**src/rtl/fifo_rr_sched.sv**
```systemverilog
// -----------------------------------------------------------------------------
// fifo_rr_sched
// Round-robin pop scheduler over N_SRC `fifo` instances. It drains the source
// FIFOs into one registered valid/ready stream, tags each word with its source
// index, and limits a source to BURST_LEN consecutive pops while others wait.
//
// Ports
//   clk        clock
//   rst        synchronous, active-high reset
//   src_en     per-source enable mask (0 = never pop that source)
//   src_empty  fifo.empty of each source
//   src_data   fifo.fifo_o of each source (combinational head word)
//   src_pop    fifo.pop of each source, one-hot or zero (combinational)
//   src_poped  fifo.poped of each source (pop acknowledge)
//   out_valid  output register holds a word
//   out_ready  downstream accepts when out_valid & out_ready
//   out_data   registered payload
//   out_src    source index of out_data
// -----------------------------------------------------------------------------
module fifo_rr_sched #(
    parameter int  N_SRC     = 4,
    parameter int  BURST_LEN = 4,
    parameter type fifo_t    = logic [31:0]
) (
    input  logic                     clk,
    input  logic                     rst,
    input  logic [N_SRC-1:0]         src_en,
    input  logic [N_SRC-1:0]         src_empty,
    input  fifo_t                    src_data [N_SRC],
    output logic [N_SRC-1:0]         src_pop,
    input  logic [N_SRC-1:0]         src_poped,
    output logic                     out_valid,
    input  logic                     out_ready,
    output fifo_t                    out_data,
    output logic [$clog2(N_SRC)-1:0] out_src
);

    localparam int SRC_W  = $clog2(N_SRC);
    localparam int BCNT_W = $clog2(BURST_LEN + 1);
    localparam logic [BCNT_W-1:0] BURST_MAX = BCNT_W'(BURST_LEN);

    logic [SRC_W-1:0]  cur;       // source owning the current burst
    logic [BCNT_W-1:0] bcnt;      // pops taken from cur in this burst
    logic [SRC_W-1:0]  sel;
    logic [N_SRC-1:0]  eligible;
    logic              load;
    logic              sel_found;
    logic              capture;

    // Selection: stay on cur while its burst has room, otherwise scan forward
    // from cur+1 and wrap, so cur itself is the last candidate. That last
    // candidate is what lets a lone source keep streaming after its burst.
    // NOTE: every signal assigned here gets a default first, so no path leaves
    // a value unassigned and no latch is inferred.
    always_comb begin
        eligible  = src_en & ~src_empty;
        load      = ~out_valid | out_ready;
        sel       = cur;
        sel_found = 1'b0;

        if (eligible[cur] && (bcnt < BURST_MAX)) begin
            sel_found = 1'b1;
        end else begin
            for (int k = 1; k <= N_SRC; k++) begin
                if (!sel_found && eligible[SRC_W'((int'(cur) + k) % N_SRC)]) begin
                    sel       = SRC_W'((int'(cur) + k) % N_SRC);
                    sel_found = 1'b1;
                end
            end
        end

        // Gated by rst so no FIFO loses a word while the scheduler is held.
        src_pop = '0;
        if (!rst && load && sel_found) begin
            src_pop[sel] = 1'b1;
        end

        // An unacknowledged pop captures nothing and leaves cur/bcnt alone.
        capture = src_pop[sel] & src_poped[sel];
    end

    // NOTE: state registers use non-blocking assignments so every register
    // samples the pre-edge values regardless of statement order.
    always_ff @(posedge clk) begin
        if (rst) begin
            out_valid <= 1'b0;
            out_data  <= '0;
            out_src   <= '0;
            cur       <= '0;
            bcnt      <= '0;
        end else if (capture) begin
            out_data  <= src_data[sel];
            out_src   <= sel;
            out_valid <= 1'b1;
            if ((sel == cur) && (bcnt < BURST_MAX)) begin
                bcnt <= bcnt + 1'b1;
            end else begin
                // New owner, or a wrap back to cur after a full burst.
                cur  <= sel;
                bcnt <= BCNT_W'(1);
            end
        end else begin
            if (out_valid && out_ready) begin
                out_valid <= 1'b0;
            end
            // An idle slot ends the burst so the next owner starts fresh.
            if (load && !sel_found) begin
                bcnt <= '0;
            end
        end
    end

endmodule

```
**config.mk**
```make
export PLATFORM = sky130hd
export DESIGN_NAME = fifo_rr_sched
export DESIGN_NICKNAME = d
export VERILOG_FILES = /design/src/rtl/fifo_rr_sched.sv
export SDC_FILE = /design/constraint.sdc
export NUM_CORES = 1
export LEC_CHECK = 0
export ABC_AREA = 1
export BUFFER_PORTS_ARGS = -buffer_cell sky130_fd_sc_hd__buf_2
export CAP_MARGIN = 20
export CELL_PAD_IN_SITES_DETAIL_PLACEMENT = 0
export CELL_PAD_IN_SITES_GLOBAL_PLACEMENT = 1
export CORE_MARGIN = 2
export CORE_UTILIZATION = 26
export DETAILED_ROUTE_END_ITERATION = 10
export GPL_ROUTABILITY_DRIVEN = 0
export GPL_TIMING_DRIVEN = 0
export PLACE_DENSITY = 0.76
export SLEW_MARGIN = 30
export SYNTH_ARGS = -nofsm -noshare
export SYNTH_HDL_FRONTEND = slang
export SYNTH_SLANG_ARGS = --single-unit
```
**constraint.sdc**
```tcl
create_clock -name clk -period 3.18 [get_ports clk]
set_clock_uncertainty 0.1 [all_clocks]
set_input_delay 0.954 -clock clk [delete_from_list [all_inputs] [get_ports clk]]
set_output_delay 0.954 -clock clk [all_outputs]
set_load 0.02 [all_outputs]
```
After elaboration in Yosys (flattened, before gate mapping)

Index checks and enable logic that the tools add are counted.

Add/subtract/negate cells: 5
$mul: 0
Div/mod/pow operators: 0
$lt $le $gt $ge: 9
Equality and inequality tests: 1
Shift-type cells: 0
Multiplexer cells: 42
Bitwise operators: 7
Reductions and logical operators: 18

Operators with widths:

| kind                | number |
|---|---|
| $bmux 32 s2         | 1 |
| $mux 32             | 2 |
| $mux 1              | 22 |
| $lt 2x4->1 const B  | 4 |
| $bmux 1 s2          | 7 |
| $logic_and 1x1->1   | 10 |
| $mux 2              | 5 |
| $mux 3              | 3 |
| $lt 2x3->1 const B  | 2 |
| $logic_not 1->1     | 5 |
| $add 2x1->2 const B | 2 |
| $add 2x2->2 const B | 2 |
| $and 4x4->4         | 1 |
| $mux 4              | 1 |
| $not 4->4           | 1 |
| $reduce_bool 2->1   | 2 |
| $add 3x1->3 const B | 1 |
| $ge 3x3->1 const B  | 1 |
| $lt 3x3->1 const B  | 1 |
| $not 2->3           | 1 |
| $demux 1 s2         | 1 |
| $eq 2x2->1          | 1 |
| $ge 2x1->1 const B  | 1 |
| $not 1->1           | 2 |
| 3 further kinds     | 3 |

Bits in registers: 40
Bits in latches: 0
Memory bits (writable): 0
Memory bits (read-only): 0
Input port bits: 143
Output and inout port bits: 39
Logic and storage cells: 87
Memories kept: 0

Depth between registers and ports, before layout

Gate-level depths: netlist of the first run.

Depth after elaboration: 28
Depth in mapped cells: 19

Worst setup path before layout of the first run

Ideal clock, no wire load.

Kind: input-to-output
Start: input port src_empty[2]
End: output port src_pop[1]
Arrival time: 2.527 ns
Setup slack: -0.401 ns
Stages: 13
Buffers on the path: 2
Path through: inv_1 nand3_1 nand2_1 nand2_1 nand2_2 nand3_4 nand2_1 nand3_2 nand2_2 inv_2 buf_6 buf_6 nor3_1

Word-level cells in the longest chain between the ends: 24
Elaborated cells on any way between the ends: 43

RTL lines:

| what                                                           | RTL line | source |
|---|---|---|
| start, declared                                                | 28       | `input logic [N_SRC-1:0] src_empty,` |
| $not 4->4 (*)                                                  | 56       | `eligible = src_en & ~src_empty;` |
| $and 4x4->4 (*)                                                | 56       |  |
| $bmux 1 s2                                                     | 65       | `if (!sel_found && eligible[SRC_W'((int'(cur) + k) % N_SRC)]) begin` |
| $mux 1 (not written as such) (2 in a row)                      | 65       |  |
| $mux 1                                                         | 65       |  |
| $mux 1                                                         | 61       | `if (eligible[cur] && (bcnt < BURST_MAX)) begin` |
| $logic_not 1->1                                                | 65       |  |
| $logic_and 1x1->1                                              | 65       |  |
| (+7 left out)                                                  | --       |  |
| $logic_and 1x1->1                                              | 65       |  |
| $mux 2                                                         | 65       |  |
| $mux 2                                                         | 61       |  |
| $lt 2x3->1 (not written as such) or $ge 2x1->1 (tied branches) | 75       | `src_pop[sel] = 1'b1;` |
| $logic_and 1x1->1 (not written as such)                        | 75       |  |
| $mux 1 (not written as such)                                   | 75       |  |
| $demux 1 s2                                                    | 75       |  |
| $mux 4 (*)                                                     | 74       | `if (!rst && load && sel_found) begin` |
| end, declared                                                  | 30       | `output logic [N_SRC-1:0] src_pop,` |

Every way passes the cells marked *; elsewhere a longest branch is shown, timed or not. The select of a mux whose other input is x is not followed.

Worst setup path in the final report of the first run

Start: input port src_empty[1]
End: output port src_pop[3]

The elaborated chain is that of the path after synthesis.

==> results by group, run 1 <==
Routing
  – Vias per inst: 4.40
  – Initial drt markers: 191
  – Vias: 4,122
  – Pre-antenna DRT Iters: 4
  – # DRC: 0
  – Detailed Route WL: 12,300 µm
  – WL per Instance: 13.2 µm
  – Antenna viol nets, final: 0

Layout
  – Fill cells: 1,350
  – Fin cells: 936
  – Layout cells sized above 1: 0.385
  – Seq. cell area: 801 µm²
  – # diodes: 0
  – Most common cell after layout, fill and taps aside: nand2_1
  – Layout Area Growth over Synthesis: 54.7%
  – Multi-input combinational cell area: 2210 µm²
  – Most frequent cells in the layout: nand2_1 (222), buf_2 (181), a21oi_1 (69)
  – Fin nets: 912
  – Design area: 4980 µm²

Critical path
  – CP Max Fanout: 3
  – Arr. time, crit path: 2340 ps
  – Crit end category: output pin
  – Reg2Reg Launch Point: cur[0]$_SDFFE_PP0P_
  – R2R Setup Slk: 440 ps
  – CP required: 2130 ps
  – Setup CP Type: input port to output pin
  – Worst R2R Path Depth: 19
  – CP Launch Point: src_empty[1]
  – CP endpoint: src_pop[3]
  – Worst Setup Start Kind: input port
  – Critical R2R Capture: out_data[23]$_SDFFE_PP0P_

Power and ir drop
  – Power density over the cells: 739 nW/µm²
  – Clock network fraction of design power: 0.127
  – Comb pwr share: 0.695
  – Sw power: 1.82 mW
  – Sequential fraction of design power: 0.179
  – Pint: 1.86 mW
  – Leak: 2.64 nW
  – Switching share of power: 0.495
  – Max VDD drop: 295 µV

CTS
  – CTS buffer count: 5
  – Clk slew on worst S/H paths: 60 ps
  – CTS tree: yes
  – Clk_lat worst skew: 270 ps
  – Root buf cell: clkbuf_16
  – Maximum buffer depth of the clock tree: 2
  – CTS sink count: 40
  – H-tree depth: 2

Timing
  – Period utilisation layout: 1.07
  – Slew @ Worst Pin: 490 ps
  – RSZ-0062 raised after global routing: yes
  – Final setup margin: -213 ps
  – Worst hold margin: 389 ps
  – Final setup vio count: 4
  – Max_slew headroom: 0.673
  – Max-slew violation count: 0
  – Final Critical Period: 3390 ps
  – Fin. Hold Viols: 0
  – Fmax achieved: 295 MHz
  – Setup TNS: -749 ps

Floorplanning
  – Area of the core: 12,100 µm²
  – Initial Util: 0.267
  – Full die area: 13,300 µm²
  – DIE HEIGHT: 115 µm
  – Top Ports: 182
  – Die W: 115 µm
  – Row Count: 40

Placed design
  – Port Buffers: 181
  – HPWL after detailed placement: 9540 µm
  – Placement Cell Area: 4490 µm²
  – Placed Instances: 912

Synth
  – FF+latch count, synth: 40
  – Main synth FF type: dfxtp_1
  – Post-synth EDFFs: 0
  – Synth Area per Inst: 5.71 µm²
  – Ys Warns: 0
  – Net Count, Synth: 707
  – Seq/Total Area, Yosys: 0.249
  – Synth Cell Area: 3220 µm²
  – Asr flop ratio synth: 0
  – Syn Inst Count: 563
  – Yosys cell types: 25

Global routing
  – Met1 Use GR: 0.231
  – Largest net degree at the start of global routing: 18
  – Vias in the first global route: 3,976
  – Initial antenna violation count: 0
  – GRT met2 Usage: 0.318
  – GRT Max-Usage Layer: met2
  – Gr usage total: 0.181
  – GRT overflow: 0
  – Met3 usage: 0.0322
  – First-pass GRT wire length: 19,000 µm

Status
  – Outcome: finished with violations
  – Failing checks: setup timing

Min path
  – Worst Hold Depth: 2
  – Type of the worst min-delay path: register to register

Run
  – Max Cap Viol: 0
final cells by class:
type,instances,share of cell area
multi-input cells,440,0.445
repair buffers,201,0.225
flip-flops and latches,40,0.161
plain buffers,30,0.0508
inverters,50,0.0493
well taps,168,0.0422
clock buffers,6,0.0259
clock inverters,1,0.00101
per-stage QoR:
step,util,worst slack [ps],power [mW]
CTS,0.406,-211,3.66
floorplan,-,-41.5,2.31
finish,0.413,-213,3.68
detailed placement,0.373,-542,2.96
global route,0.413,-299,4.04
global placement,0.373,-512,2.94
state kept, by name, indices dropped and copies added (netlist names):
signal and count:
out_src 2, bcnt 3, out_data 32, out_valid 1
cur 2
worst min path at each step:
stage,startpoint,endpoint,slack (ps)
floorplan,bcnt[1]$_SDFFE_PP0P_,bcnt[1]$_SDFFE_PP0P_,350
global placement,out_src[1]$_SDFFE_PP0P_,out_src[1]$_SDFFE_PP0P_,370
detailed placement,bcnt[1]$_SDFFE_PP0P_,bcnt[1]$_SDFFE_PP0P_,380
CTS,bcnt[1]$_SDFFE_PP0P_,bcnt[1]$_SDFFE_PP0P_,390
global route,bcnt[1]$_SDFFE_PP0P_,bcnt[1]$_SDFFE_PP0P_,430
finish,bcnt[1]$_SDFFE_PP0P_,bcnt[1]$_SDFFE_PP0P_,390
cells in the mapped netlist, types with 2 or more instances:
cell type,number,area [µm²]
inv_2,4,15.0
o21ai_1,2,10.0
dfxtp_1,40,801
a21oi_1,69,345
nor3_1,31,155
nand2_4,4,45.0
clkbuf_1,6,22.5
nand3_1,27,135
nand4_1,5,31.3
nand2_1,231,867
nand3_2,7,70.1
buf_2,8,40.0
nor2_1,45,169
nor3_2,6,60.1
inv_1,45,169
nand2_2,8,50.1
buf_4,4,30.0
buf_6,12,135
buf_1,3,11.3
metal layers:
layer,vias to the layer above,wire length [µm],share of wire
li1,2180,-,-
met1,1809,5410,0.44
met2,125,6140,0.50
met3,8,636,0.052
met4,0,134,0.011
met5,-,0,0
critical path, cell delays in order:
cell and delay, ps:
buf_6 110, inv_12 50, nand3_4 70, nand2_2 90, buf_4 100, nand2_1 40, nand2_1 70, nor2_1 60
nand2_1 80, nand3_2 100, nand3_2 100, nand2_4 60, buf_12 130, nor3_4 170, buf_6 130
repair_timing:
item	4_1_cts	5_1_grt
endpoints found under the setup margin	4	7
pin swaps	18	17
hold buffers	0	0
hold endpoints to repair	0	0
gates resized for setup	48	13
setup buffers	15	5
logic make-up (layout without fill, tap and decap cells):
kind of cell / count (synthesis) / count (layout) / share of synthesized area
simple gates: 366 / 366 / 0.500
xor+xnor: 1 / 1 / 0.00272
fa+ha+maj: 1 / 1 / 0.00389
buf+inv: 83 / 288 / 0.133
flops: 40 / 40 / 0.249
compound gates: 72 / 72 / 0.112
power groups by stage:
| stage | combinational, mW | sequential (mW) | clock [mW] |
|---|---|---|---|
| 2_1_floorplan | 1.54 | 0.777 | 0 |
| 3_3_place_gp | 2.28 | 0.663 | 0 |
| 3_5_place_dp | 2.30 | 0.667 | 0 |
| 4_1_cts | 2.52 | 0.658 | 0.485 |
| 5_1_grt | 2.86 | 0.671 | 0.513 |
| 6_report | 2.56 | 0.657 | 0.466 |
Power figures use the tool's default switching activity.
==> run 2: changes to the inputs <==
--- a/config.mk
+++ b/config.mk
@@ -7,10 +7,8 @@
 export LEC_CHECK = 0
 export ABC_AREA = 1
 export BUFFER_PORTS_ARGS = -buffer_cell sky130_fd_sc_hd__buf_2
-export CAP_MARGIN = 20
 export CELL_PAD_IN_SITES_DETAIL_PLACEMENT = 0
 export CELL_PAD_IN_SITES_GLOBAL_PLACEMENT = 1
-export CORE_MARGIN = 2
 export CORE_UTILIZATION = 26
 export DETAILED_ROUTE_END_ITERATION = 10
 export GPL_ROUTABILITY_DRIVEN = 0
==> run 2 against run 1 <==
The run still ends with setup timing left. Critical endpoint is now src_pop[0]. Final cell count is 2.5% lower. Total power hardly changed. Critical path type unchanged. Worst setup slack better by 61 ps. Global-route usage is 0.31 points higher.
==> results by group, run 2 (synthesis gave the netlist of run 1 again) <==
Global routing
  – GRT overflow: 0 (unchanged)
  – Gr usage total: 0.184 (+0.00314)
  – Largest net degree at the start of global routing: 20 (+2)
  – Vias in the first global route: 3,861 (-2.9%)
  – First-pass GRT wire length: 18,700 µm (-1.7%)
  – Initial antenna violation count: 0 (unchanged)

Routing
  – Vias per inst: 4.55 (+3.4%)
  – Detailed Route WL: 11,900 µm (-3.0%)
  – Pre-antenna DRT Iters: 6 (+2)
  – Antenna viol nets, final: 0 (unchanged)
  – Vias: 4,158 (+0.87%)
  – # DRC: 0 (unchanged)
  – WL per Instance: 13.1 µm (-0.59%)
  – Initial drt markers: 173 (-9.4%)

CTS
  – Maximum buffer depth of the clock tree: 2 (unchanged)
  – Root buf cell: clkbuf_16
  – CTS tree: yes
  – CTS Hold Buffers Added: 0 (unchanged)
  – CTS buffer count: 5 (unchanged)
  – H-tree depth: 2 (unchanged)
  – CTS sink count: 40 (unchanged)
  – Clk slew on worst S/H paths: 50 ps (about the same)
  – Clk_lat worst skew: 280 ps (about the same)

Min path
  – HP Start: out_src[0]$_SDFFE_PP0P_
  – Worst Hold Depth: 2 (unchanged)
  – Type of the worst min-delay path: register to register
  – Worst Hold End: out_src[0]$_SDFFE_PP0P_

Floorplanning
  – Initial Util: 0.268 (+0.00111)
  – DIE HEIGHT: 113 µm (-1.7%)
  – Area of the core: 12,000 µm² (-0.42%)
  – Top Ports: 182 (unchanged)
  – Full die area: 12,800 µm² (-3.4%)
  – Row Count: 40 (unchanged)
  – Die W: 113 µm (-1.7%)

Critical path
  – R2R Setup Slk: 340 ps (-100 ps)
  – Arr. time, crit path: 2280 ps (-60 ps)
  – Worst Setup Start Kind: input port
  – Worst R2R Path Depth: 18 (-1)
  – Most used cell, CP: nand3_4
  – Slowest cell on crit path: nor3_4
  – Reg2Reg Launch Point: cur[0]$_SDFFE_PP0P_
  – Critical R2R Capture: out_data[10]$_SDFFE_PP0P_
  – Crit path cell chain: buf_8, inv_12, nand3_4, nand3_4, nand2_4, nand3_4, buf_6, nand3_2, nand3_4, nand2_8, nor3_4, buf_6
  – CP Max Fanout: 5 (+2)
  – Crit end category: output pin
  – CP required: 2130 ps (about the same)
  – Setup CP Type: input port to output pin
  – Biggest cell delay along the critical path: 180 ps (about the same)

Timing
  – Final Critical Period: 3330 ps (-60.6 ps)
  – Slew @ Worst Pin: 466 ps (-23.8 ps)
  – RSZ-0062 raised after global routing: yes
  – Fmax achieved: 300 MHz (+1.8%)
  – Final setup margin: -152 ps (+60.6 ps)
  – Max-slew violation count: 0 (unchanged)
  – Final setup vio count: 4 (unchanged)
  – Fin. Hold Viols: 0 (unchanged)
  – Max_slew headroom: 0.689 (+0.0159)
  – Period utilisation layout: 1.05 (-0.0191)

Run
  – Max Cap Viol: 0 (unchanged)

Layout
  – Most common cell after layout, fill and taps aside: nand2_1
  – Most frequent cells in the layout: nand2_1 (221), buf_2 (181), a21oi_1 (69)
  – Layout Area Growth over Synthesis: 55.1%
  – Layout cells sized above 1: 0.385 (about the same)
  – Largest register FFs: 32 (unchanged)
  – # diodes: 0 (unchanged)
  – Fill cells: 1,289 (-4.5%)
  – Design area: 4990 µm² (+0.20%)
  – Fin cells: 913 (-2.5%)
  – Reg with most FFs: out_data
  – Layout Utilization: 0.415 (+0.00255)
  – Largest regs: out_data x32, bcnt x3
  – Fin nets: 910 (-0.22%)

Placed design
  – Port Buffers: 181 (unchanged)
  – Post-Place Setup Slack: -512 ps (+30.7 ps)
  – Placed Instances: 891 (-2.3%)
  – HPWL after detailed placement: 9280 µm (-2.7%)
  – Placement Cell Area: 4470 µm² (-0.58%)

Status
  – Outcome: finished with violations
  – Failing checks: setup timing

Power and ir drop
  – Leak: 2.64 nW (about the same)
  – Power density over the cells: 738 nW/µm² (-0.19%)
  – Max VDD drop: 247 µV (-16%)
run 2: power breakdown:
| part | internal (mW) | leakage [nW] | switching, mW | total [mW] |
|---|---|---|---|---|
| registers | 0.606 | 0.327 | 0.0483 | 0.654 |
| logic | 0.943 | 2.24 | 1.61 | 2.55 |
| clock network | 0.285 | 0.0667 | 0.190 | 0.475 |
| total | 1.83 | 2.64 | 1.85 | 3.68 |
run 2: final cells by class:
| cell class | count | area, µm² | area share |
|---|---|---|---|
| Clock inverter | 1 | 5.00 | 0.00100 |
| Timing Repair Buffer | 200 | 1120 | 0.225 |
| Multi-Input combinational cell | 441 | 2290 | 0.459 |
| Tap cell | 147 | 184 | 0.0369 |
| Clock buffer | 6 | 129 | 0.0258 |
| Buffer | 28 | 213 | 0.0427 |
| Sequential cell | 40 | 801 | 0.161 |
| Inverter | 50 | 245 | 0.0492 |
run 2: metrics by stage:
stage	setup TNS, ps	power, mW	hold slack, ps
2_1_floorplan	-139	2.31	354
3_3_place_gp	-2010	2.95	370
3_5_place_dp	-2020	2.96	376
4_1_cts	-702	3.65	388
5_1_grt	-781	4.00	405
6_report	-515	3.68	379
run 2: worst max-delay path, delay by kind of cell:
| family | cells | cell delay [ps] |
|---|---|---|
| buffers and inverters | 4 | 410 |
| AND/OR/NAND/NOR | 8 | 900 |
run 2: worst max-delay path by stage:
stage / start / cells after the start / endpoint / slack (ps)
floorplan: src_empty[1] / 13 / src_pop[1] / -40
global placement: src_empty[3] / 13 / src_pop[0] / -510
detailed placement: src_empty[0] / 14 / src_pop[3] / -510
CTS: src_empty[2] / 14 / src_pop[3] / -200
global route: src_empty[0] / 12 / src_pop[0] / -210
finish: src_empty[0] / 12 / src_pop[0] / -150
run 2: layer usage:
| layer | track usage | share of wire | vias to the layer above |
|---|---|---|---|
| met4 | 0.0509 | 0.011 | 0 |
| li1 | - | - | 2176 |
| met3 | 0.0305 | 0.046 | 13 |
| met2 | 0.316 | 0.49 | 114 |
| met5 | 0 | 0 | - |
| met1 | 0.237 | 0.45 | 1855 |
run 2: what timing repair did:
action / 4_1_cts / 5_1_grt
endpoints found under the setup margin: 4 / 24
cloned: 1 / 0
pin swaps: 20 / 22
setup buffers: 15 / 4
gates resized for setup: 47 / 27
==> run 3: changes to the inputs <==
==> constraint.sdc (replaced) <==
create_clock -name clk -period 3.18 [get_ports clk]
set_clock_uncertainty 0.1 [all_clocks]
set_input_delay 0.954 -clock clk [delete_from_list [all_inputs] [get_ports clk]]
set_output_delay 0.954 -clock clk [all_outputs]
set_load 0.05 [all_outputs]
==> run 3 against run 2 <==
Clock-buffer cell count up 1. Sequential share of layout area down 0.18 points. Non-clock buffer count up 6. Routed wire length up 1.8%. Register-to-register slack worse by 80 ps. Cell area up 1.1%. Global-route usage up 0.14 points. First-iteration DRC count up 2.3%. The flow still finishes with violations (setup timing). Critical path depth up 2.
==> results by group, run 3 (synthesis gave the netlist of run 1 again) <==
Status
  – Outcome: finished with violations
  – Failing checks: setup timing

Critical path
  – Most used cell, CP: nand2_4
  – CP required: 2130 ps (about the same)
  – Reg2Reg Launch Point: cur[0]$_SDFFE_PP0P_
  – Crit end category: output pin
  – Slowest cell on crit path: buf_6
  – CP Launch Point: src_empty[3]
  – Setup CP Type: input port to output pin
  – Crit path cell chain: buf_8, inv_12, nand3_4, nand2_4, nand2_2, nand2_4, nand3_4, buf_6, inv_4, nand2_2, nand3_2, nand2_4, nor3_4, buf_6
  – CP Max Fanout: 4 (-1)
  – Arr. time, crit path: 2380 ps (+100 ps)
  – Worst Setup Start Kind: input port
  – Biggest cell delay along the critical path: 180 ps (about the same)

Run
  – Max Cap Viol: 0 (unchanged)

Layout
  – Fill cells: 1,309 (+1.6%)
  – Largest regs: out_data x32, bcnt x3
  – Most common cell after layout, fill and taps aside: nand2_1
  – Most frequent cells in the layout: nand2_1 (221), buf_2 (181), a21oi_1 (69)
  – Seq. cell area: 801 µm² (unchanged)
  – Multi-input combinational cell area: 2240 µm² (-2.0%)
  – Layout Area Growth over Synthesis: 56.8%
  – Layout cells sized above 1: 0.392 (+0.00737)
  – Largest register FFs: 32 (unchanged)
  – Reg with most FFs: out_data
  – Fin nets: 915 (+0.55%)
  – # diodes: 0 (unchanged)

Routing
  – Initial drt markers: 177 (+2.3%)
  – Vias per inst: 4.57 (+0.28%)
  – Antenna viol nets, final: 0 (unchanged)
  – Pre-antenna DRT Iters: 4 (-2)
  – Vias: 4,197 (+0.94%)
  – Detailed Route WL: 12,200 µm (+1.8%)
  – WL per Instance: 13.2 µm (+1.2%)
  – # DRC: 0 (unchanged)

Timing
  – Fmax achieved: 291 MHz (-2.9%)
  – Max-slew violation count: 0 (unchanged)
  – Max_slew headroom: 0.704 (+0.0148)
  – Setup TNS: -928 ps (-413 ps)
  – Final Critical Period: 3430 ps (+99.8 ps)
  – RSZ-0062 raised after global routing: yes
  – Final setup vio count: 4 (unchanged)
  – Final setup margin: -252 ps (-99.8 ps)
  – Fin. Hold Viols: 0 (unchanged)
  – Slew @ Worst Pin: 444 ps (-22.2 ps)
  – Period utilisation layout: 1.08 (+0.0314)

Power and ir drop
  – Leak: 2.69 nW (+1.9%)
  – Max VDD drop: 301 µV (+22%)
  – Total Power: 4.05 mW (+9.9%)
  – Power density over the cells: 802 nW/µm² (+8.7%)

Global routing
  – Gr usage total: 0.185 (+0.00136)
  – Initial antenna violation count: 0 (unchanged)
  – First-pass GRT wire length: 18,900 µm (+0.89%)
  – Largest net degree at the start of global routing: 20 (unchanged)
  – GRT overflow: 0 (unchanged)
  – Vias in the first global route: 3,902 (+1.1%)

Placed design
  – Port Buffers: 181 (unchanged)
  – HPWL after detailed placement: 9260 µm (-0.26%)
  – Post-Place Setup Slack: -829 ps (-318 ps)

CTS
  – Root buf cell: clkbuf_16
  – CTS sink count: 40 (unchanged)
  – Clk slew on worst S/H paths: 60 ps (about the same)
  – CTS buffer count: 5 (unchanged)
  – H-tree depth: 2 (unchanged)
  – CTS tree: yes
  – Maximum buffer depth of the clock tree: 2 (unchanged)
  – Clk_lat worst skew: 270 ps (about the same)

Floorplanning
  – DIE HEIGHT: 113 µm (unchanged)
  – Top Ports: 182 (unchanged)
  – Full die area: 12,800 µm² (unchanged)
  – Initial Util: 0.268 (unchanged)
  – Die W: 113 µm (unchanged)
  – Row Count: 40 (unchanged)
  – Area of the core: 12,000 µm² (unchanged)

Min path
  – Type of the worst min-delay path: register to register
  – HP Start: bcnt[1]$_SDFFE_PP0P_
[run 3: area by class of cell]
type / instances / share of cell area
plain buffers: 28 / 0.0427
repair buffers: 206 / 0.231
clock inverters: 1 / 0.00596
flip-flops and latches: 40 / 0.159
clock buffers: 7 / 0.0303
inverters: 50 / 0.0496
well taps: 147 / 0.0365
multi-input cells: 440 / 0.445
[run 3: worst paths after layout]
check / to / slack, ps / cells past startpoint
hold / removal: bcnt[1]$_SDFFE_PP0P_ / 380 / 2
setup reg to reg: out_data[27]$_SDFFE_PP0P_ / 260 / 19
hold reg to reg: bcnt[1]$_SDFFE_PP0P_ / 380 / 2
setup / recovery: src_pop[3] / -250 / 14
[run 3: metrics by stage]
| stage | util | hold WS [ps] | area, µm² | cells |
|---|---|---|---|---|
| after floorplan | - | 354 | 3370 | 563 |
| after global placement | 0.372 | 371 | 4460 | 891 |
| after detailed placement | 0.372 | 379 | 4460 | 891 |
| after CTS | 0.410 | 389 | 4930 | 913 |
| after global routing | 0.420 | 433 | 5040 | 919 |
| final | 0.420 | 384 | 5040 | 919 |
[run 3: what timing repair did]
item | 4_1_cts | 5_1_grt
buffers inserted | 18 | 7
pin swaps | 21 | 21
resized for setup | 45 | 26
endpoints found under the setup margin | 4 | 34
hold buffers | 0 | 0
[run 3: report_power, final]
group	internal, mW	total, mW	switching [mW]
Clock	0.413	0.608	0.195
Sequential	0.606	0.656	0.0500
Combinational	0.940	2.78	1.84
[run 3: worst max-delay path: cells and delay by family]
kind | cells | cell delay, ps
and+or+nand+nor | 9 | 870
buffers and inverters | 5 | 540
[run 3: metal layers]
| metal | track usage | wire length, µm | part of all wire |
|---|---|---|---|
| met5 | 0 | 0 | 0 |
| met3 | 0.0305 | 622 | 0.051 |
| met1 | 0.234 | 5320 | 0.44 |
| met4 | 0.0570 | 274 | 0.023 |
| met2 | 0.321 | 5950 | 0.49 |
